[config.mk]
export PLATFORM = sky130hd
export DESIGN_NAME = sp_ram_bist_flat
export DESIGN_NICKNAME = d
export VERILOG_FILES = /design/src/rtl/sp_ram_bist_pkg.sv /design/src/rtl/sp_ram_bist_if.sv /design/src/rtl/sp_ram_bist_cmp.sv /design/src/rtl/sp_ram_bist.sv /design/src/flat_wrapper.sv
export SDC_FILE = /design/constraint.sdc
export NUM_CORES = 1
export LEC_CHECK = 0
export BUFFER_PORTS_ARGS = -buffer_cell sky130_fd_sc_hd__buf_4
export CAP_MARGIN = 20
export CORE_UTILIZATION = 35
export DETAILED_ROUTE_END_ITERATION = 10
export GPL_TIMING_DRIVEN = 0
export MAX_ROUTING_LAYER = met4
export PLACE_DENSITY = 0.7
export SLEW_MARGIN = 15
export SYNTH_ARGS = -nofsm -noshare
export SYNTH_HDL_FRONTEND = slang
export SYNTH_SLANG_ARGS = --single-unit
export TNS_END_PERCENT = 100
[constraint.sdc]
create_clock -name clk -period 3.65 [get_ports clk]
set_clock_uncertainty 0.2 [all_clocks]
set_input_delay 0 -clock clk [delete_from_list [all_inputs] [get_ports clk]]
set_output_delay 0 -clock clk [all_outputs]
set_load 0.02 [all_outputs]
[src/rtl/sp_ram_bist_pkg.sv]
// Shared types and constants for the single-port RAM March BIST.
// FSM encoding, byte-enable constant and error-counter width.
package sp_ram_bist_pkg;

    typedef enum logic [2:0] {
        IDLE,
        M0,
        M1,
        M2,
        M3,
        FLUSH,
        DONE
    } bist_state_e;

    localparam logic [3:0] BIST_BE_ALL = 4'hF;
    localparam int         ERRCNT_W    = 16;

endpackage

[src/rtl/sp_ram_bist_if.sv]
// Single-port RAM request bus: en/addr/wdata/we/be out, rdata back one cycle after a read.
// The BIST is the master; the RAM wrapper (or bench model) is the slave.
interface sp_ram_bist_if #(
    parameter int ADDR_WIDTH = 15
);
    logic                  ram_en_o;
    logic [ADDR_WIDTH-1:0] ram_addr_o;
    logic [31:0]           ram_wdata_o;
    logic                  ram_we_o;
    logic [3:0]            ram_be_o;
    logic [31:0]           ram_rdata_i;

    modport master (
        output ram_en_o, ram_addr_o, ram_wdata_o, ram_we_o, ram_be_o,
        input  ram_rdata_i
    );

    modport slave (
        input  ram_en_o, ram_addr_o, ram_wdata_o, ram_we_o, ram_be_o,
        output ram_rdata_i
    );
endinterface

[src/rtl/sp_ram_bist_cmp.sv]
// Registered read-compare stage: captures {expected, addr, valid} per read, compares next cycle.
// Sticky error, first-fail address, and a saturating mismatch counter when SP_RAM_BIST_ERRCNT_EN is defined.
module sp_ram_bist_cmp
    import sp_ram_bist_pkg::*;
#(
    parameter int ADDR_WIDTH = 15
) (
    input  logic                  clk,
    input  logic                  rstn_i,
    input  logic                  i_clr,
    input  logic                  i_rd,
    input  logic [31:0]           i_exp,
    input  logic [ADDR_WIDTH-1:0] i_addr,
    input  logic [31:0]           i_rdata,
    output logic                  o_err,
    output logic [ADDR_WIDTH-1:0] o_fail_addr,
    output logic [ERRCNT_W-1:0]   o_err_cnt
);

    logic                  r_vld;
    logic [31:0]           r_exp;
    logic [ADDR_WIDTH-1:0] r_addr;
    logic                  r_err;
    logic [ADDR_WIDTH-1:0] r_fail_addr;
    logic                  w_mis;

    assign w_mis = r_vld && (i_rdata != r_exp);

    always_ff @(posedge clk or negedge rstn_i) begin
        if (!rstn_i) begin
            r_vld       <= 1'b0;
            r_exp       <= '0;
            r_addr      <= '0;
            r_err       <= 1'b0;
            r_fail_addr <= '0;
        end else if (i_clr) begin
            r_vld       <= 1'b0;
            r_err       <= 1'b0;
            r_fail_addr <= '0;
        end else begin
            r_vld  <= i_rd;
            r_exp  <= i_exp;
            r_addr <= i_addr;
            // Only the first mismatch of a run records its address.
            if (w_mis) begin
                r_err <= 1'b1;
                if (!r_err) r_fail_addr <= r_addr;
            end
        end
    end

`ifdef SP_RAM_BIST_ERRCNT_EN
    logic [ERRCNT_W-1:0] r_cnt;

    always_ff @(posedge clk or negedge rstn_i) begin
        if (!rstn_i)                   r_cnt <= '0;
        else if (i_clr)                r_cnt <= '0;
        else if (w_mis && r_cnt != '1) r_cnt <= r_cnt + 1'b1;
    end

    assign o_err_cnt = r_cnt;
`else
    assign o_err_cnt = '0;
`endif

    assign o_err       = r_err;
    assign o_fail_addr = r_fail_addr;

endmodule

[src/rtl/sp_ram_bist.sv]
// March BIST initiator for a single-port RAM (M0 w / M1 r,w~ / M2 desc r~,w / M3 r), optional SP_RAM_BIST_ERRCNT_EN counter.
// A full run takes 6N+2 cycles from start acceptance to done_o, N = RAM_SIZE/4.
module sp_ram_bist
    import sp_ram_bist_pkg::*;
#(
    parameter int          RAM_SIZE   = 32768,
    parameter int          ADDR_WIDTH = $clog2(RAM_SIZE),
    parameter int          DATA_WIDTH = 32,
    parameter logic [31:0] BG_PATTERN = 32'h5555_AAAA
) (
    input  logic                  clk,
    input  logic                  rstn_i,
    input  logic                  start_i,
    output logic                  busy_o,
    output logic                  done_o,
    output logic                  pass_o,
    output logic [ADDR_WIDTH-1:0] fail_addr_o,
    output logic [ERRCNT_W-1:0]   err_cnt_o,
    sp_ram_bist_if.master         ram
);

    localparam int              N       = RAM_SIZE / 4;
    localparam int              WA_W    = ADDR_WIDTH - 2;
    localparam logic [WA_W-1:0] WA_LAST = WA_W'(N - 1);

    bist_state_e           r_state;
    bist_state_e           w_next;
    logic [WA_W-1:0]       r_wa;
    logic                  r_wr;
    logic                  r_busy;
    logic                  r_done;
    logic                  r_pass;
    logic                  w_last;
    logic                  w_first;
    logic                  w_clr;
    logic                  w_rd;
    logic [DATA_WIDTH-1:0] w_exp;
    logic                  w_err;

    assign w_last  = (r_wa == WA_LAST);
    assign w_first = (r_wa == '0);
    assign w_clr   = (r_state == IDLE) && start_i;

    always_ff @(posedge clk or negedge rstn_i) begin
        if (!rstn_i) r_state <= IDLE;
        else         r_state <= w_next;
    end

    always_comb begin
        w_next = r_state;
        unique case (r_state)
            IDLE:    if (start_i)         w_next = M0;
            M0:      if (w_last)          w_next = M1;
            M1:      if (r_wr && w_last)  w_next = M2;
            M2:      if (r_wr && w_first) w_next = M3;
            M3:      if (w_last)          w_next = FLUSH;
            FLUSH:                        w_next = DONE;
            DONE:                         w_next = IDLE;
            default:                      w_next = IDLE;
        endcase
    end

    // Word address walker; r_wr selects the write half of an M1/M2 read-write pair.
    always_ff @(posedge clk or negedge rstn_i) begin
        if (!rstn_i) begin
            r_wa <= '0;
            r_wr <= 1'b0;
        end else begin
            unique case (r_state)
                M0: r_wa <= w_last ? '0 : r_wa + 1'b1;
                M1: begin
                    r_wr <= !r_wr;
                    if (r_wr && !w_last) r_wa <= r_wa + 1'b1;
                end
                M2: begin
                    r_wr <= !r_wr;
                    if (r_wr && !w_first) r_wa <= r_wa - 1'b1;
                end
                M3: if (!w_last) r_wa <= r_wa + 1'b1;
                default: begin
                    r_wa <= '0;
                    r_wr <= 1'b0;
                end
            endcase
        end
    end

    always_comb begin
        ram.ram_en_o    = 1'b0;
        ram.ram_we_o    = 1'b0;
        ram.ram_wdata_o = '0;
        w_exp           = BG_PATTERN;
        unique case (r_state)
            M0: begin
                ram.ram_en_o    = 1'b1;
                ram.ram_we_o    = 1'b1;
                ram.ram_wdata_o = BG_PATTERN;
            end
            M1: begin
                ram.ram_en_o    = 1'b1;
                ram.ram_we_o    = r_wr;
                ram.ram_wdata_o = r_wr ? ~BG_PATTERN : '0;
            end
            M2: begin
                ram.ram_en_o    = 1'b1;
                ram.ram_we_o    = r_wr;
                ram.ram_wdata_o = r_wr ? BG_PATTERN : '0;
                w_exp           = ~BG_PATTERN;
            end
            M3: ram.ram_en_o = 1'b1;
            default: ;
        endcase
        ram.ram_addr_o = ram.ram_en_o ? {r_wa, 2'b00} : '0;
        ram.ram_be_o   = ram.ram_en_o ? BIST_BE_ALL : 4'h0;
        w_rd           = ram.ram_en_o && !ram.ram_we_o;
    end

    always_ff @(posedge clk or negedge rstn_i) begin
        if (!rstn_i) begin
            r_busy <= 1'b0;
            r_done <= 1'b0;
            r_pass <= 1'b0;
        end else if (w_clr) begin
            r_busy <= 1'b1;
            r_done <= 1'b0;
            r_pass <= 1'b0;
        end else if (r_state == DONE) begin
            r_busy <= 1'b0;
            r_done <= 1'b1;
            r_pass <= !w_err;
        end
    end

    sp_ram_bist_cmp #(
        .ADDR_WIDTH (ADDR_WIDTH)
    ) u_cmp (
        .clk         (clk),
        .rstn_i      (rstn_i),
        .i_clr       (w_clr),
        .i_rd        (w_rd),
        .i_exp       (w_exp),
        .i_addr      (ram.ram_addr_o),
        .i_rdata     (ram.ram_rdata_i),
        .o_err       (w_err),
        .o_fail_addr (fail_addr_o),
        .o_err_cnt   (err_cnt_o)
    );

    assign busy_o = r_busy;
    assign done_o = r_done;
    assign pass_o = r_pass;

endmodule
[src/flat_wrapper.sv]
// flat-port wrapper written by rule: the top's interface ports become plain ports
module sp_ram_bist_flat import sp_ram_bist_pkg::*;
#(
    parameter int          RAM_SIZE   = 32768,
    parameter int          ADDR_WIDTH = $clog2(RAM_SIZE),
    parameter int          DATA_WIDTH = 32,
    parameter logic [31:0] BG_PATTERN = 32'h5555_AAAA
)
  (clk, rstn_i, start_i, busy_o, done_o, pass_o, fail_addr_o, err_cnt_o, ram_ram_en_o, ram_ram_addr_o, ram_ram_wdata_o, ram_ram_we_o, ram_ram_be_o, ram_ram_rdata_i);
  sp_ram_bist_if #(.ADDR_WIDTH(ADDR_WIDTH)) ram_i ();
  input  logic clk;
  input  logic rstn_i;
  input  logic start_i;
  output logic busy_o;
  output logic done_o;
  output logic pass_o;
  output logic [ADDR_WIDTH-1:0] fail_addr_o;
  output logic [ERRCNT_W-1:0] err_cnt_o;
  output wire logic [$bits(ram_i.ram_en_o)-1:0] ram_ram_en_o;
  output wire logic [$bits(ram_i.ram_addr_o)-1:0] ram_ram_addr_o;
  output wire logic [$bits(ram_i.ram_wdata_o)-1:0] ram_ram_wdata_o;
  output wire logic [$bits(ram_i.ram_we_o)-1:0] ram_ram_we_o;
  output wire logic [$bits(ram_i.ram_be_o)-1:0] ram_ram_be_o;
  input wire logic [$bits(ram_i.ram_rdata_i)-1:0] ram_ram_rdata_i;
  assign ram_ram_en_o = ram_i.ram_en_o;
  assign ram_ram_addr_o = ram_i.ram_addr_o;
  assign ram_ram_wdata_o = ram_i.ram_wdata_o;
  assign ram_ram_we_o = ram_i.ram_we_o;
  assign ram_ram_be_o = ram_i.ram_be_o;
  assign ram_i.ram_rdata_i = ram_ram_rdata_i;
  sp_ram_bist #(.RAM_SIZE(RAM_SIZE), .ADDR_WIDTH(ADDR_WIDTH), .DATA_WIDTH(DATA_WIDTH), .BG_PATTERN(BG_PATTERN)) u_core (.clk(clk), .rstn_i(rstn_i), .start_i(start_i), .busy_o(busy_o), .done_o(done_o), .pass_o(pass_o), .fail_addr_o(fail_addr_o), .err_cnt_o(err_cnt_o), .ram(ram_i));
endmodule
==> flow_metrics.py <==
metrics = {
    "outcome": {
        "outcome": "finished, final reports clean",
    },
    "timing": {
        "fmax_mhz": 327,
        "setup_ws_ns": 0.596,
        "setup_tns_ns": 0,
        "hold_viol_final": 0,
        "period_share_pct": 83.7,
        "finalSetupViolCount": 0,
        "worstMarginPinSlew_ns": 1.10,
        "drv_slew": 0,
        "fin_crit_ns": 3.05,
        "rsz0062_at_grt": "no",
        "relSlewSlack_pct": 26.2,
    },
    "die": {
        "core_um2": 9770,
        "die-area_um2": 10500,
        "placementRows": 36,
        "initial_core_util_pct": 36.1,
        "pin_count": 122,
        "dieHeight_um": 102,
        "die_w_um": 102,
    },
    "cells_and_area": {
        "fin_area_um2": 4630,
        "syn_to_final_growth_pct": 31.4,
        "nets": 587,
        "diodes": 0,
        "drive_above_1_share_pct": 32.5,
        "fin_cells": 684,
    },
    "synth": {
        "ys_ff_latch": 50,
        "ys_seq_area_share_pct": 35.5,
        "ys_warn_count": 0,
        "avgSynthCellArea_um2": 8.38,
        "synthCells": 421,
        "yosysTopAreaCellShare_pct": 35.5,
        "yosysUniqueCellTypes": 60,
        "synth_ff_type": "dfrtp_1",
        "synth-edff-count": 0,
        "synth_area_leader_cell": "dfrtp_1",
        "mappedNetlistArea_um2": 3530,
        "synthTopCellsByArea": "dfrtp_1, buf_4, nand2_1, mux2i_1, a21o_1",
        "synthMostInstantiatedCell": "buf_4",
        "synth_commonest_cells": "buf_4, dfrtp_1, nand2_1, nor2_1, nor3_1",
        "async_flop_share_pct": 100,
    },
    "detailed_routing": {
        "drt-initial-drc-count": 210,
        "drc": 0,
        "vias_per_cell": 4.97,
        "wl_per_cell_um": 13.3,
        "first_pass_iters": 4,
        "drtAntennaViolNets": 0,
        "num_vias": 3402,
        "drt-total-wl_mm": 9.07,
    },
    "placed_design": {
        "dp_cells": 674,
        "placed_cell_area_um2": 4520,
        "dp_slack_ns": 0.617,
        "gp_congestion": 0.877,
        "dp_hpwl_mm": 6.89,
        "port_buffers": 101,
    },
    "global_routing": {
        "grtUsageTotal_pct": 18.3,
        "grt_use_met3_pct": 2.67,
        "grt_busiest_layer": "met2",
        "antenna_found_initial": 0,
        "grt.overflow.total": 0,
        "grt_pass1_vias": 3017,
        "grt_max_degree": 51,
        "grt_first_pass_wirelength_mm": 14.6,
        "grtUsageMet2_pct": 30.9,
        "grtUsageMet1_pct": 23.0,
    },
    "cts": {
        "h-tree-depth": 2,
        "clockBufferDepth": 2,
        "path_clk_slew_ns": 0.11,
        "cts_tree": "yes",
        "cts_resized": 0,
        "cts_buffers": 5,
        "cts.sinks": 50,
        "clockRootBuffer": "clkbuf_8",
        "clock_latency_ns": 0.32,
    },
    "run": {
        "cap_viol_max_count": 0,
    },
    "pwr": {
        "ir_drop_v": 0.000199,
        "power_uw": 1800,
        "leakagePower_uw": 0.00230,
        "clock_power_share_pct": 19.1,
        "p_sw_share_pct": 37.9,
        "p_sw_uw": 683,
        "power.share.sequential_pct": 37.6,
        "p_per_area_nw_per_um2": 389,
        "power.internal_uw": 1120,
        "pwr-share-comb_pct": 43.3,
    },
    "worst_setup_path": {
        "worstReg2RegStart": "u_core.r_wa[1]",
        "worstSetupStartpoint": "u_core.r_wa[1]",
        "crit_type": "register to register",
        "worstSetupStartpointType": "register",
        "critPathMaxFanout": 9,
        "critPathCaptureType": "register",
        "arrival_ns": 3.05,
        "crit_required_ns": 3.65,
    },
    "min_path": {
        "hp-class": "input port to asynchronous set/reset pin",
    },
}
[per-layer routing]
layer	share of wire, %	up-vias
met5	0	-
met4	1.2	0
met3	4.0	9
met2	51	84
met1	44	1636
li1	-	1673
[kinds of logic (layout without fill, tap and decap cells)]
family	count (synthesis)	count (layout)	share of synthesized area, %
multiplexers	15	15	4.40
AO/OA/AOI/OAI	90	90	17.5
buffers and inverters	92	203	16.1
adder cells (fa/ha/maj)	2	2	0.710
flip-flops	50	50	35.5
AND/OR/NAND/NOR	165	165	24.2
other	1	20	0.106
XOR/XNOR	6	6	1.49
[per-stage QoR]
step | util (%) | hold slack (ns)
finish | 47.4 | 0.0207
global placement | 46.3 | -0.133
floorplan | - | -0.496
CTS | 47.4 | 0.0549
global route | 47.4 | 0.0847
detailed placement | 46.3 | -0.123
[power groups by stage]
stage | logic [uW] | clock network (uW) | registers [uW]
final | 780 | 345 | 678
after CTS | 784 | 356 | 677
after detailed placement | 780 | 0 | 689
after floorplan | 515 | 0 | 698
after global placement | 769 | 0 | 685
after global routing | 861 | 374 | 691
[final timing paths]
check / to / slack (ns) / depth (start not counted)
worst max-delay path: u_core.r_wa[11] / 0.60 / 6
worst min-delay path: u_core.r_wa[11] / 0.02 / 2
worst max register to register: u_core.r_wa[11] / 0.60 / 6
worst min register to register: u_core.u_cmp.r_addr[14] / 0.28 / 1
max in group asynchronous: u_core.pass_o / 2.77 / 2
min in group clk: u_core.u_cmp.o_err / 0.06 / 5
[worst max-delay path, cell delays in order (launching register included)]
cell,delay [ns]
dfrtp_1,0.46
ha_1,0.25
nand3_1,0.21
nor4_1,0.98
o21ai_0,0.31
a21oi_4,0.38
o21ai_0,0.15
[cell usage in the layout, fill, tap and decap left out, drive strengths merged, types with 2 or more instances in the layout]
cell           n
a211o          2
a211oi         3
a21o          15
a21oi         17
a22oi          2
a31oi          8
and2          16
and3           3
and4           3
buf          161
clkbuf        27
clkinvlp       2
conb          20
dfrtp         50
dlygate4sd3    2
ha             2
inv           11
mux2i         14
nand2         44
nand2b         5
nand3         13
nand4          7
nor2          25
nor2b          4
nor3          23
nor3b          3
nor4           8
o21ai         16
o22ai          6
o31ai          7
o32a           3
o41a           2
or2            4
or3            3
xnor2          3
xor2           3
[area by class of cell]
type / instances / area, um^2
clock inverters: 3 / 23.8
fillers: 967 / 5140
clock buffers: 5 / 68.8
inverters: 10 / 37.5
flip-flops and latches: 50 / 1250
well taps: 133 / 166
multi-input cells: 298 / 1780
repair buffers: 103 / 778
plain buffers: 82 / 529
[what timing repair did]
item	4_1_cts	5_1_grt
hold buffers	2	0
endpoints found under the setup margin	0	0
endpoints found under the hold margin	53	0
setup buffers	0	0
[state kept, by name, indices dropped and copies added, names as in the netlist]
| signal | flops |
|---|---|
| u_core.r_wa | 13 |
| u_core.u_cmp.o_fail_addr | 13 |
| u_core.u_cmp.r_addr | 13 |
| u_core.r_state | 3 |
| u_core.u_cmp.r_exp | 2 |
| u_core.busy_o | 1 |
| u_core.done_o | 1 |
| u_core.pass_o | 1 |
| u_core.r_wr | 1 |
| u_core.u_cmp.o_err | 1 |
| u_core.u_cmp.r_vld | 1 |
(Power assumes the default switching activity.)
